[src/rtl/ppu_vaddr_scroll.sv]
// PPU scroll/address register file: owns v, t, fine X, the write toggle and the
// PPUDATA increment mode. Optional build macro: PPU_PPUDATA_GLITCH_EN.
module ppu_vaddr_scroll (
    input  logic        clk,
    input  logic        rst,
    input  logic        clk_en,
    input  logic [2:0]  reg_sel,
    input  logic        reg_wr,
    input  logic        reg_rd,
    input  logic [7:0]  reg_wr_data,
    input  logic        render_en,
    input  logic        rendering,
    input  logic        h_scroll,
    input  logic        v_scroll,
    input  logic        h_update,
    input  logic        v_update,
    output logic [15:0] vAddr,
    output logic [2:0]  fX,
    output logic        w_toggle,
    output logic        inc32
);

    localparam logic [2:0] SEL_CTRL   = 3'd0;
    localparam logic [2:0] SEL_STATUS = 3'd2;
    localparam logic [2:0] SEL_SCROLL = 3'd5;
    localparam logic [2:0] SEL_ADDR   = 3'd6;
    localparam logic [2:0] SEL_DATA   = 3'd7;

    logic [14:0] v_q, v_d;
    logic [14:0] t_q, t_d;
    logic [2:0]  fx_q, fx_d;
    logic        w_q, w_d;
    logic        inc32_q, inc32_d;

    logic        cpu_wr_s, cpu_rd_s;
    logic        data_acc_s, v_load_s, glitch_s;
    logic        hs_s, vs_s, hu_s, vu_s, any_strobe_s;
    logic [14:0] v_x_s, v_y_s, v_scrolled_s;

    // Coarse X increment, wrapping into the horizontal nametable bit.
    function automatic logic [14:0] inc_x(input logic [14:0] v);
        logic [14:0] r;
        r = v;
        if (v[4:0] == 5'd31) begin
            r[4:0] = 5'd0;
            r[10]  = ~v[10];
        end else begin
            r[4:0] = v[4:0] + 5'd1;
        end
        return r;
    endfunction

    // Fine Y increment; coarse Y 29 wraps with a nametable flip, 31 wraps silently.
    function automatic logic [14:0] inc_y(input logic [14:0] v);
        logic [14:0] r;
        r = v;
        if (v[14:12] != 3'd7) begin
            r[14:12] = v[14:12] + 3'd1;
        end else begin
            r[14:12] = 3'd0;
            case (v[9:5])
                5'd29: begin
                    r[9:5] = 5'd0;
                    r[11]  = ~v[11];
                end
                5'd31:   r[9:5] = 5'd0;
                default: r[9:5] = v[9:5] + 5'd1;
            endcase
        end
        return r;
    endfunction

    // CPU register decode and next-state selection for v/t/fine X/toggle.
    always_comb begin
        v_d          = v_q;
        t_d          = t_q;
        fx_d         = fx_q;
        w_d          = w_q;
        inc32_d      = inc32_q;
        data_acc_s   = 1'b0;
        v_load_s     = 1'b0;
        v_x_s        = v_q;
        v_y_s        = v_q;
        v_scrolled_s = v_q;

        cpu_wr_s = clk_en & reg_wr;
        cpu_rd_s = clk_en & reg_rd & ~reg_wr;

        if (cpu_wr_s) begin
            case (reg_sel)
                SEL_CTRL: begin
                    t_d[11:10] = reg_wr_data[1:0];
                    inc32_d    = reg_wr_data[2];
                end
                SEL_SCROLL: begin
                    if (!w_q) begin
                        t_d[4:0] = reg_wr_data[7:3];
                        fx_d     = reg_wr_data[2:0];
                        w_d      = 1'b1;
                    end else begin
                        t_d[14:12] = reg_wr_data[2:0];
                        t_d[9:5]   = reg_wr_data[7:3];
                        w_d        = 1'b0;
                    end
                end
                SEL_ADDR: begin
                    if (!w_q) begin
                        t_d[13:8] = reg_wr_data[5:0];
                        t_d[14]   = 1'b0;
                        w_d       = 1'b1;
                    end else begin
                        t_d[7:0] = reg_wr_data;
                        v_load_s = 1'b1;
                        w_d      = 1'b0;
                    end
                end
                SEL_DATA: data_acc_s = 1'b1;
                default:  data_acc_s = 1'b0;
            endcase
        end else if (cpu_rd_s) begin
            case (reg_sel)
                SEL_STATUS: w_d        = 1'b0;
                SEL_DATA:   data_acc_s = 1'b1;
                default:    data_acc_s = 1'b0;
            endcase
        end else begin
            data_acc_s = 1'b0;
        end

`ifdef PPU_PPUDATA_GLITCH_EN
        glitch_s = data_acc_s & rendering;
`else
        glitch_s = 1'b0;
`endif

        hs_s = (clk_en & render_en & h_scroll) | glitch_s;
        vs_s = (clk_en & render_en & v_scroll) | glitch_s;
        hu_s = clk_en & render_en & h_update;
        vu_s = clk_en & render_en & v_update;
        any_strobe_s = hs_s | vs_s | hu_s | vu_s;

        // X and Y fields are disjoint, so each path is resolved independently.
        if (hu_s) begin
            v_x_s[10]  = t_q[10];
            v_x_s[4:0] = t_q[4:0];
        end else if (hs_s) begin
            v_x_s = inc_x(v_q);
        end else begin
            v_x_s = v_q;
        end

        if (vu_s) begin
            v_y_s[14:11] = t_q[14:11];
            v_y_s[9:5]   = t_q[9:5];
        end else if (vs_s) begin
            v_y_s = inc_y(v_q);
        end else begin
            v_y_s = v_q;
        end

        v_scrolled_s = {v_y_s[14:11], v_x_s[10], v_y_s[9:5], v_x_s[4:0]};

        if (v_load_s) begin
            v_d = t_d;
        end else if (any_strobe_s) begin
            v_d = v_scrolled_s;
        end else if (data_acc_s) begin
            v_d = v_q + (inc32_q ? 15'd32 : 15'd1);
        end else begin
            v_d = v_q;
        end
    end

`ifndef PPU_PPUDATA_GLITCH_EN
    logic unused_rendering_s;
    assign unused_rendering_s = rendering;
`endif

    // State registers with synchronous reset taking priority over everything.
    always_ff @(posedge clk) begin
        if (rst) begin
            v_q     <= 15'd0;
            t_q     <= 15'd0;
            fx_q    <= 3'd0;
            w_q     <= 1'b0;
            inc32_q <= 1'b0;
        end else begin
            v_q     <= v_d;
            t_q     <= t_d;
            fx_q    <= fx_d;
            w_q     <= w_d;
            inc32_q <= inc32_d;
        end
    end

    assign vAddr    = {1'b0, v_q};
    assign fX       = fx_q;
    assign w_toggle = w_q;
    assign inc32    = inc32_q;

endmodule

[config.mk]
export PLATFORM = sky130hd
export DESIGN_NAME = ppu_vaddr_scroll
export DESIGN_NICKNAME = d
export VERILOG_FILES = /design/src/rtl/ppu_vaddr_scroll.sv
export SDC_FILE = /design/constraint.sdc
export NUM_CORES = 1
export LEC_CHECK = 0
export CAP_MARGIN = 20
export CORE_MARGIN = 2
export CORE_UTILIZATION = 25
export CTS_CLUSTER_DIAMETER = 40
export CTS_CLUSTER_SIZE = 24
export DETAILED_ROUTE_END_ITERATION = 7
export PLACE_DENSITY = 0.43
export SLEW_MARGIN = 5
export SYNTH_ARGS = -nofsm -noshare
export SYNTH_HDL_FRONTEND = slang
export SYNTH_SLANG_ARGS = --single-unit
[constraint.sdc]
create_clock -name clk -period 2.84 [get_ports clk]
set_input_delay 0.568 -clock clk [delete_from_list [all_inputs] [get_ports clk]]
set_output_delay 0.568 -clock clk [all_outputs]
set_load 0.01 [all_outputs]
==> impl_metrics.py <==
metrics = {
    "setup_path": {
        "worstSetupPathType": "input pin to flip-flop",
        "worstPathRequired_ns": 3.06,
        "crit_path_start_kind": "input pin",
        "setup.worst_path.end_class": "flip-flop",
        "worstPathMaxFanout": 9,
        "r2r_slack_ns": 0.47,
        "worst_ep_arrival_time_ns": 2.63,
    },
    "clock_network": {
        "holdBufCountCts": 0,
        "cts.path.max_buffers": 2,
        "cts_resized": 0,
        "numCtsBuffers": 5,
        "clock_latency_ns": 0.29,
        "postCtsSetupBuffers": 0,
        "cts_root_buf": "clkbuf_8",
        "cts_tree": "done",
        "cts.htree.levels": 2,
        "clk_pin_slew_ns": 0.08,
        "cts_num_sinks": 35,
    },
    "pwr": {
        "leakage_nw": 1.258,
        "ir_drop_uv": 141.9,
        "cellPowerDensity_nw_per_um2": 343.7,
    },
    "final_layout": {
        "final_cell_mix": "nand2_1, clkdlybuf4s50_1, dfxtp_1",
        "regArea_sq_um": 700.7,
        "multi_input_area_sq_um": 1889,
        "area_growth_pct": 30.80,
        "fill_cells": 1215,
        "layout_commonest_cell": "nand2_1",
        "antenna_cells": 0,
        "drive_above_1_share": 0.1301,
        "final_nets": 446,
        "instances_no_fill": 555,
    },
    "synthesis": {
        "synth-simple-area-share": 0.2852,
        "synth-compound-area-share": 0.3250,
        "synth_mux_area_frac": 0.007313,
        "synthArstFlopShare": 0,
        "synthAdderAreaFrac": 0.04570,
        "synth_cells": 359,
        "synth_ff_type": "dfxtp_1",
        "synth_xor_area_frac": 0.02559,
        "synth_edf_count": 0,
        "ys_types": 67,
        "syn_avg_cell_area_sq_um": 7.626,
        "syn_area_sq_um": 2738,
        "ys.warnings.count": 0,
        "synth_nets": 391,
        "synth.top_cell.area_share": 0.2559,
        "synth_area_leader_cell": "dfxtp_1",
        "ys_ff_latch": 35,
        "synth_top_family_by_area": "compound AO/OA/AOI/OAI gates",
        "synth_area_leaders": "dfxtp_1, nand2_1, a21oi_1",
        "yosysSeqAreaShare": 0.2559,
    },
    "job": {
        "drv_cap": 0,
    },
    "die": {
        "die-area_sq_um": 11800,
        "num_io_pins": 43,
        "row_count": 38,
        "chipHeight_um": 108.6,
        "initial_core_util": 0.2548,
        "die_w_um": 108.6,
        "core_area_sq_um": 10750,
    },
    "sta": {
        "tns_ns": 0,
        "period_share": 0.8475,
        "clock.fmax_mhz": 415.5,
        "fin_worst_skew_ns": 0.005856,
        "rsz0062_at_grt": "false",
        "setup_violations": 0,
        "min_period_ns": 2.407,
        "worst_slew_pin_slew_ns": 0.8411,
        "maxSlewViolCount": 0,
        "slew_headroom": 0.4367,
        "finalHoldViolCount": 0,
    },
    "drt": {
        "wirelength_um": 10140,
        "drtIter0Drc": 117,
        "post_drt_wl_per_cell_um": 18.27,
        "vias": 3039,
        "ant_nets": 0,
        "dr.pass1.iters": 4,
        "post-route-drc-count": 0,
        "via_per_inst": 5.476,
    },
    "status": {
        "status": "completed",
    },
    "grt": {
        "first_global_vias": 2898,
        "grt_antenna_before_repair": 0,
        "grt_pass1_wl_um": 16450,
        "grt_max_degree": 26,
        "grt_use_total": 0.1797,
        "gr-total-overflow": 0,
    },
    "hold_path": {
        "hp-class": "flip-flop to flip-flop",
    },
    "placement": {
        "dp.cells": 547,
        "dp_hpwl_um": 7692,
        "io_buffers": 40,
        "gp_congestion": 0.8166,
    },
}
flip-flops by register name (all words and copies together) (netlist names):
name / count
t_q: 15
v_q: 15
w_toggle: 1
fX: 3
inc32: 1
final cells by class:
type / instances / share of cell area
Sequential cell: 35 / 0.1957
Inverter: 6 / 0.006289
Timing Repair Buffer: 74 / 0.1936
Clock buffer: 8 / 0.02795
Multi-Input combinational cell: 292 / 0.5276
Tap cell: 140 / 0.04892
Yosys cell counts (all sizes together), types with 3 or more instances:
library cell / instances
nor4: 5
a31oi: 5
inv: 6
ha: 10
and4: 3
o221ai: 3
nand3: 12
a32o: 3
or3: 4
nand2b: 4
xor2: 3
o22ai: 3
o31ai: 3
xnor2: 5
clkbuf: 13
a311oi: 8
a211oi: 13
nand4b: 3
a22oi: 7
dfxtp: 35
o21ai: 17
a21oi: 27
nor2: 28
buf: 13
and3: 12
nand4: 3
or4: 4
and2: 4
nor2b: 4
o211ai: 8
nand2: 43
nor3: 11
metrics by stage:
stage | hold slack [ns] | util | area (sq um) | setup slack, ns | power, W
2_1_floorplan | 0.4446 | - | 2738 | 0.7877 | 0.0006815
3_3_place_gp | 0.4655 | 0.3239 | 3481 | 0.1704 | 0.0008164
3_5_place_dp | 0.4736 | 0.3239 | 3481 | 0.1541 | 0.0008175
4_1_cts | 0.4893 | 0.3333 | 3581 | 0.4476 | 0.001245
5_1_grt | 0.5154 | 0.3333 | 3581 | 0.1983 | 0.001300
6_report | 0.4831 | 0.3333 | 3581 | 0.4331 | 0.001231
routing by layer:
| metal | global-route usage | wire (um) |
|---|---|---|
| met1 | 0.2677 | 5160 |
| met2 | 0.2737 | 4457 |
| met3 | 0.02451 | 407 |
| met4 | 0.04029 | 114 |
| met5 | 0 | 0 |
final timing paths:
| kind | startpoint | to | depth (start not counted) |
|---|---|---|---|
| setup / recovery | h_scroll | v_q[3] | 6 |
| hold / removal | fX[0] | fX[0] | 2 |
| setup reg to reg | v_q[0] | v_q[6] | 6 |
| hold reg to reg | fX[0] | fX[0] | 2 |
where the power goes:
group          internal [W]  leakage, nW  switching, W
sequential         0.000507        0.284     0.0000273
combinational      0.000131        0.923      0.000142
clock              0.000222       0.0515      0.000201
critical path, stage by stage:
cell             delay (ns)
clkdlybuf4s50_1        0.51
or4_4                  0.57
a211oi_2               0.25
or3_1                  0.38
o2111ai_1              0.17
o22ai_1                0.17
kinds of logic (layout without fill, tap and decap cells):
logic type | count (synthesis) | count (layout)
xor gates and xnor gates | 8 | 8
AOI/OAI and AO/OA | 122 | 122
adders and majority gates | 10 | 10
other | 1 | 1
muxes | 2 | 2
buffers and inverters | 32 | 88
and+or+nand+nor | 149 | 149
DFF | 35 | 35
(Power assumes the default switching activity.)
